<file path="src/rtl/led_sequencer.sv">
// led_sequencer: prescaled LED pattern generator (rotate-left/right, bounce, binary) plus heartbeat blink.
// Latency: LEDS/HEARTBEAT are combinational views of registered state; ADV is registered (pulses with the new pattern).
// Backpressure: none; PAUSE freezes the prescaler and the pattern, STEP forces one advance regardless of PAUSE.
// Ports: CLK, RST_N (async assert, sync release), MODE[1:0], PAUSE, STEP in; LEDS[N_LEDS-1:0], HEARTBEAT, ADV out.
module led_sequencer #(
  parameter int N_LEDS       = 8,
  parameter int PRESCALE_MAX = 16777215,
  parameter int ACTIVE_LOW   = 1,
  parameter int HB_BIT       = 23
) (
  input  logic              CLK,
  input  logic              RST_N,
  input  logic [1:0]        MODE,
  input  logic              PAUSE,
  input  logic              STEP,
  output logic [N_LEDS-1:0] LEDS,
  output logic              HEARTBEAT,
  output logic              ADV
);

  localparam int PW = (PRESCALE_MAX > 0) ? $clog2(PRESCALE_MAX + 1) : 1;
  localparam logic [PW-1:0] PRESC_TOP = PW'(PRESCALE_MAX);

  localparam logic [1:0] MODE_ROL    = 2'd0;
  localparam logic [1:0] MODE_ROR    = 2'd1;
  localparam logic [1:0] MODE_BOUNCE = 2'd2;

  localparam logic DIR_LEFT  = 1'b0;
  localparam logic DIR_RIGHT = 1'b1;

  localparam logic [N_LEDS-1:0] PAT_LSB = {{(N_LEDS-1){1'b0}}, 1'b1};
  localparam logic [N_LEDS-1:0] PAT_MSB = {1'b1, {(N_LEDS-1){1'b0}}};

  // Reset: asserts immediately, releases two CLK edges after RST_N rises.
  logic [1:0] rst_sync;
  logic       rst_n_int;

  always_ff @(posedge CLK or negedge RST_N) begin
    if (!RST_N) rst_sync <= 2'b00;
    else        rst_sync <= {rst_sync[0], 1'b1};
  end

  assign rst_n_int = rst_sync[1];

  // State
  logic [N_LEDS-1:0] pat, pat_nxt;
  logic              dir, dir_nxt;
  logic [1:0]        mode_q;
  logic [PW-1:0]     presc, presc_nxt;
  logic [31:0]       hb;
  logic              adv_q, adv_nxt;

  logic mode_chg;
  logic tick;
  logic adv;

  // State register
  always_ff @(posedge CLK or negedge rst_n_int) begin
    if (!rst_n_int) begin
      pat    <= PAT_LSB;
      dir    <= DIR_LEFT;
      mode_q <= MODE_ROL;
      presc  <= '0;
      hb     <= '0;
      adv_q  <= 1'b0;
    end else begin
      pat    <= pat_nxt;
      dir    <= dir_nxt;
      mode_q <= MODE;
      presc  <= presc_nxt;
      hb     <= hb + 32'd1;
      adv_q  <= adv_nxt;
    end
  end

  // Next-state logic
  always_comb begin
    mode_chg  = (MODE != mode_q);
    // Gate tick with PAUSE: a prescaler frozen at its top value must not keep firing.
    tick      = !PAUSE && (presc == PRESC_TOP);
    adv       = tick | STEP;
    pat_nxt   = pat;
    dir_nxt   = dir;
    presc_nxt = presc;
    adv_nxt   = 1'b0;

    if (mode_chg)   presc_nxt = '0;
    else if (!PAUSE) presc_nxt = (presc == PRESC_TOP) ? '0 : presc + 1'b1;

    if (mode_chg) begin
      // A mode switch restarts the pattern and swallows any coincident advance.
      dir_nxt = DIR_LEFT;
      case (MODE)
        MODE_ROL:    pat_nxt = PAT_LSB;
        MODE_ROR:    pat_nxt = PAT_MSB;
        MODE_BOUNCE: pat_nxt = PAT_LSB;
        default:     pat_nxt = '0;
      endcase
    end else if (adv) begin
      adv_nxt = 1'b1;
      case (mode_q)
        MODE_ROL: pat_nxt = {pat[N_LEDS-2:0], pat[N_LEDS-1]};
        MODE_ROR: pat_nxt = {pat[0], pat[N_LEDS-1:1]};
        MODE_BOUNCE: begin
          // Direction flips on the step that lands on an end, so each end shows for one step.
          if (dir == DIR_LEFT) begin
            pat_nxt = pat << 1;
            if (pat[N_LEDS-2]) dir_nxt = DIR_RIGHT;
          end else begin
            pat_nxt = pat >> 1;
            if (pat[1]) dir_nxt = DIR_LEFT;
          end
        end
        default: pat_nxt = pat + 1'b1;
      endcase
    end
  end

  // Outputs at pin polarity
  always_comb begin
    LEDS      = (ACTIVE_LOW != 0) ? ~pat : pat;
    HEARTBEAT = (ACTIVE_LOW != 0) ? ~hb[HB_BIT] : hb[HB_BIT];
    ADV       = adv_q;
  end

endmodule

</file>
<file path="config.mk">
export PLATFORM = sky130hd
export DESIGN_NAME = led_sequencer
export DESIGN_NICKNAME = d
export VERILOG_FILES = /design/src/rtl/led_sequencer.sv
export SDC_FILE = /design/constraint.sdc
export NUM_CORES = 1
export LEC_CHECK = 0
export CORE_MARGIN = 10
export CORE_UTILIZATION = 40
export CTS_CLUSTER_SIZE = 14
export DETAILED_ROUTE_END_ITERATION = 12
export PLACE_DENSITY_LB_ADDON = 0.3
export SLEW_MARGIN = 10
export SYNTH_ARGS = -nofsm -noshare
export SYNTH_HDL_FRONTEND = slang
export SYNTH_SLANG_ARGS = --single-unit
</file>
<file path="constraint.sdc">
create_clock -name CLK -period 3.55 [get_ports CLK]
set_input_delay 1.065 -clock CLK [delete_from_list [all_inputs] [get_ports CLK]]
set_output_delay 1.065 -clock CLK [all_outputs]
set_load 0.02 [all_outputs]
</file>
==> impl_summary.log <==
[metrics] proportion of synthesized flip-flops having asynchronous set or reset: 100.0%
[metrics] global-route wire length before repair: 11100 um
[metrics] number of synthesized register bits: 62
[metrics] DP Wirelength: 4263 um
[metrics] series of cell instances along the critical path: clkdlybuf4s50_1, xnor2_1, nand2_1, a21o_1, nor2_1, mux2_2
[metrics] startpoint kind of the worst setup timing path: primary input
[metrics] post-layout min period: 2.672 ns
[metrics] vias per std cell: 5.174
[metrics] initial drt markers: 126
[metrics] setup repair after global routing missed its margin: no
[metrics] crit share post-route: 75.27%
[metrics] number of rows in the core area: 32
[metrics] result of the run: finished, final reports clean
[metrics] number of global-route vias before repair: 2389
[metrics] Clk pin slew, worst setup/hold paths: 0.07 ns
[metrics] slew of the pin with the lowest slew margin: 0.7876 ns
[metrics] GP Congestion: 0.8217
[metrics] first-pass iteration count of the detailed router: 4
[metrics] Max Clk Rate: 374.2 MHz
[metrics] r2r startpoint: presc[0]$_DFFE_PN0P_
[metrics] Clock Tree Root: sky130_fd_sc_hd__clkbuf_8
[metrics] effective utilization at floorplan: 41.05%
[metrics] number of library cell types mapped by synthesis: 47
[metrics] Residual DRC: 0
[metrics] area overhead of the layout relative to synthesis: 15.66%
[metrics] number of synthesized flops with an enable pin: 0
[metrics] layout net count: 363
[metrics] total CTS buffers: 9
[metrics] Rel. slew slack: 47.49%
[metrics] Syn Area/Cell: 9.468 um2
[metrics] Skew-Pair Late Insertion Delay: 0.35 ns
[metrics] max incr delay on CP: 0.50 ns
[metrics] Final Instance Count excl. Fillers: 461
[metrics] required arrival time at the worst endpoint: 3.79 ns
[metrics] critical path start-end classification: primary input to register
[metrics] Max stage delay cell, worst path: sky130_fd_sc_hd__clkdlybuf4s50_1
[metrics] count of pins on the block boundary: 16
[metrics] TritonCTS clock tree: done
[metrics] netlist area before placement: 3172 um2
[metrics] clock net sink count: 62
[metrics] share of the synthesized area in the top cell type: 48.13%
[metrics] buffers inserted during post-CTS setup optimization: 0
[metrics] number of port buffers: 15
[metrics] final hold viol count: 0
[metrics] area leader, netlist: sky130_fd_sc_hd__dfrtp_1
[metrics] total global-route track usage: 11.58%
[metrics] CP top delay family: buffers and inverters
[metrics] post-placement cell count: 445
[metrics] total die area: 11890 um2
[metrics] net count after synthesis: 344
[metrics] Die Wd: 109.0 um
[metrics] H-tree depth: 3
[metrics] most common cell in the synthesized netlist: sky130_fd_sc_hd__dfrtp_1
[metrics] hold-fix buffer count after cts: 0
[metrics] Vert. Die Dim: 109.0 um
[metrics] number of warnings printed during yosys synthesis: 0
[metrics] worst min path class: register to asynchronous set/reset pin
[metrics] largest net degree at the start of global routing: 36
[metrics] number of gates resized after cts: 0
[metrics] power per unit of standard cell area: 429.6 nW/um2
[metrics] post-synthesis sequential area ratio: 48.95%
[metrics] number of buffers and inverters on the critical path: 1
[metrics] antenna violations before repair: 0
[metrics] post-DR wirelength/cell: 13.54 um
[metrics] GRT Residual Overflow: 0
[metrics] total wire length: 6240 um
[metrics] Fin Hold WS: 0.3484 ns
[metrics] launch point of the worst path: MODE[0]
[metrics] most numerous cell types in the synthesized netlist: sky130_fd_sc_hd__dfrtp_1, sky130_fd_sc_hd__nor2_1, sky130_fd_sc_hd__nand2_1
[metrics] overall via count from detail_route: 2385
[metrics] final worst clock skew: 0.01082 ns
[metrics] layout cell share with drive strength beyond 1: 8.078%
[metrics] data arrival at the endpoint of the critical path: 2.91 ns
[metrics] Max clock buf depth: 2
[metrics] final max-slew violation count: 0
[metrics] capturing element type of the critical path: register
[metrics] antenna diode instance count: 0
[metrics] summed negative setup slack over all endpoints: 0 ns
[metrics] final setup vio count: 0
[metrics] number of max-cap violations: 0
[metrics] VDD IR max: 268.0 uV
[metrics] highest fanout seen on the critical path: 14
[metrics] LEAKAGE: 1.516 nW
[metrics] Top FF cell, synth: sky130_fd_sc_hd__dfrtp_1
[metrics] antenna-violating nets left: 0
[metrics] largest cells by area after synthesis: sky130_fd_sc_hd__dfrtp_1, sky130_fd_sc_hd__xnor2_1, sky130_fd_sc_hd__xor2_1, sky130_fd_sc_hd__nor2_1, sky130_fd_sc_hd__nand3_1
[metrics] Post-Syn Instances: 335
[metrics] CORE AREA: 7727 um2
-- routing by layer --
layer / vias to the layer above / GRT usage, % / routed length [um]
met5: - / 0 / 0
met4: 0 / 4.520 / 93
met3: 10 / 3.304 / 267
met2: 40 / 17.35 / 2693
met1: 1133 / 15.44 / 3186
li1: 1202 / - / -
-- layout by cell type, fill, tap and decap left out, types with 3 or more instances in the layout --
| cell type | n |
|---|---|
| sky130_fd_sc_hd__o22ai_1 | 5 |
| sky130_fd_sc_hd__clkdlybuf4s50_1 | 15 |
| sky130_fd_sc_hd__nor2b_1 | 3 |
| sky130_fd_sc_hd__nor2_1 | 45 |
| sky130_fd_sc_hd__a31oi_1 | 3 |
| sky130_fd_sc_hd__clkbuf_8 | 12 |
| sky130_fd_sc_hd__ha_1 | 3 |
| sky130_fd_sc_hd__nor3_1 | 3 |
| sky130_fd_sc_hd__xor2_1 | 20 |
| sky130_fd_sc_hd__dfrtp_1 | 60 |
| sky130_fd_sc_hd__nor4_1 | 3 |
| sky130_fd_sc_hd__a21oi_1 | 16 |
| sky130_fd_sc_hd__buf_4 | 4 |
| sky130_fd_sc_hd__nand4_1 | 14 |
| sky130_fd_sc_hd__nand2_1 | 32 |
| sky130_fd_sc_hd__inv_1 | 15 |
| sky130_fd_sc_hd__and3_1 | 4 |
| sky130_fd_sc_hd__o21ai_0 | 7 |
| sky130_fd_sc_hd__xnor2_1 | 23 |
| sky130_fd_sc_hd__nand3_1 | 24 |
| sky130_fd_sc_hd__or4_1 | 4 |
| sky130_fd_sc_hd__or3_1 | 6 |
| sky130_fd_sc_hd__nand3b_1 | 3 |
| sky130_fd_sc_hd__and4_1 | 3 |
| sky130_fd_sc_hd__a211oi_1 | 3 |
-- cells by family (layout without fill, tap and decap cells) --
family          Yosys count  in the layout  synth area share (%)
compound gates           46             46                 9.468
buf+inv                  26             50                 3.234
xor+xnor                 43             43                 11.87
simple gates            153            153                 24.81
mux                       1              1                0.3550
other cells               1              1                0.1182
flops                    62             62                 48.95
fa+ha+maj                 3              3                 1.184
-- power breakdown --
part | internal [mW] | leakage, nW | switching (mW)
sequential | 0.718 | 0.839 | 0.0247
combinational | 0.0422 | 0.557 | 0.0611
clock | 0.452 | 0.120 | 0.278
total | 1.21 | 1.52 | 0.364
-- cell type report --
type,count,area [um2]
sequential,62,1554
clock inverter,3,65.06
tap,102,127.6
inverter,15,56.30
multi-input combinational,247,1516
clock buffer,13,168.9
timing repair buffer,19,180.2
fill,741,4059
-- sequential cells by signal, indices dropped and copies added, names as in the netlist --
register	count
hb	24
presc	24
pat	8
mode_q	2
rst_sync	2
ADV	1
dir	1
-- stage by stage --
stage          utilization, %  area (um2)  setup WS (ns)  power, mW
6_report                47.47        3669         0.8780      1.576
5_1_grt                 47.47        3669         0.7138      1.640
4_1_cts                 47.47        3669         0.8973      1.590
3_5_place_dp            44.45        3435         0.5343     0.8607
3_3_place_gp            44.45        3435         0.5764     0.8584
2_1_floorplan               -        3172          1.270     0.8170
-- path summary, 6_finish.rpt --
| check | slack, ns | cells past startpoint | end |
|---|---|---|---|
| hold reg to reg | 0.35 | 0 | pat[7]$_DFFE_PN0P_ |
| hold / removal | 0.35 | 0 | pat[7]$_DFFE_PN0P_ |
| setup reg to reg | 1.46 | 6 | presc[23]$_DFFE_PN0P_ |
| min in group CLK | 0.35 | 0 | rst_sync[1]$_DFF_PN0_ |
| setup / recovery | 0.88 | 6 | presc[23]$_DFFE_PN0P_ |
| max in group asynchronous | 2.38 | 1 | hb[12]$_DFF_PN0_ |
(Power assumes the default switching activity.)
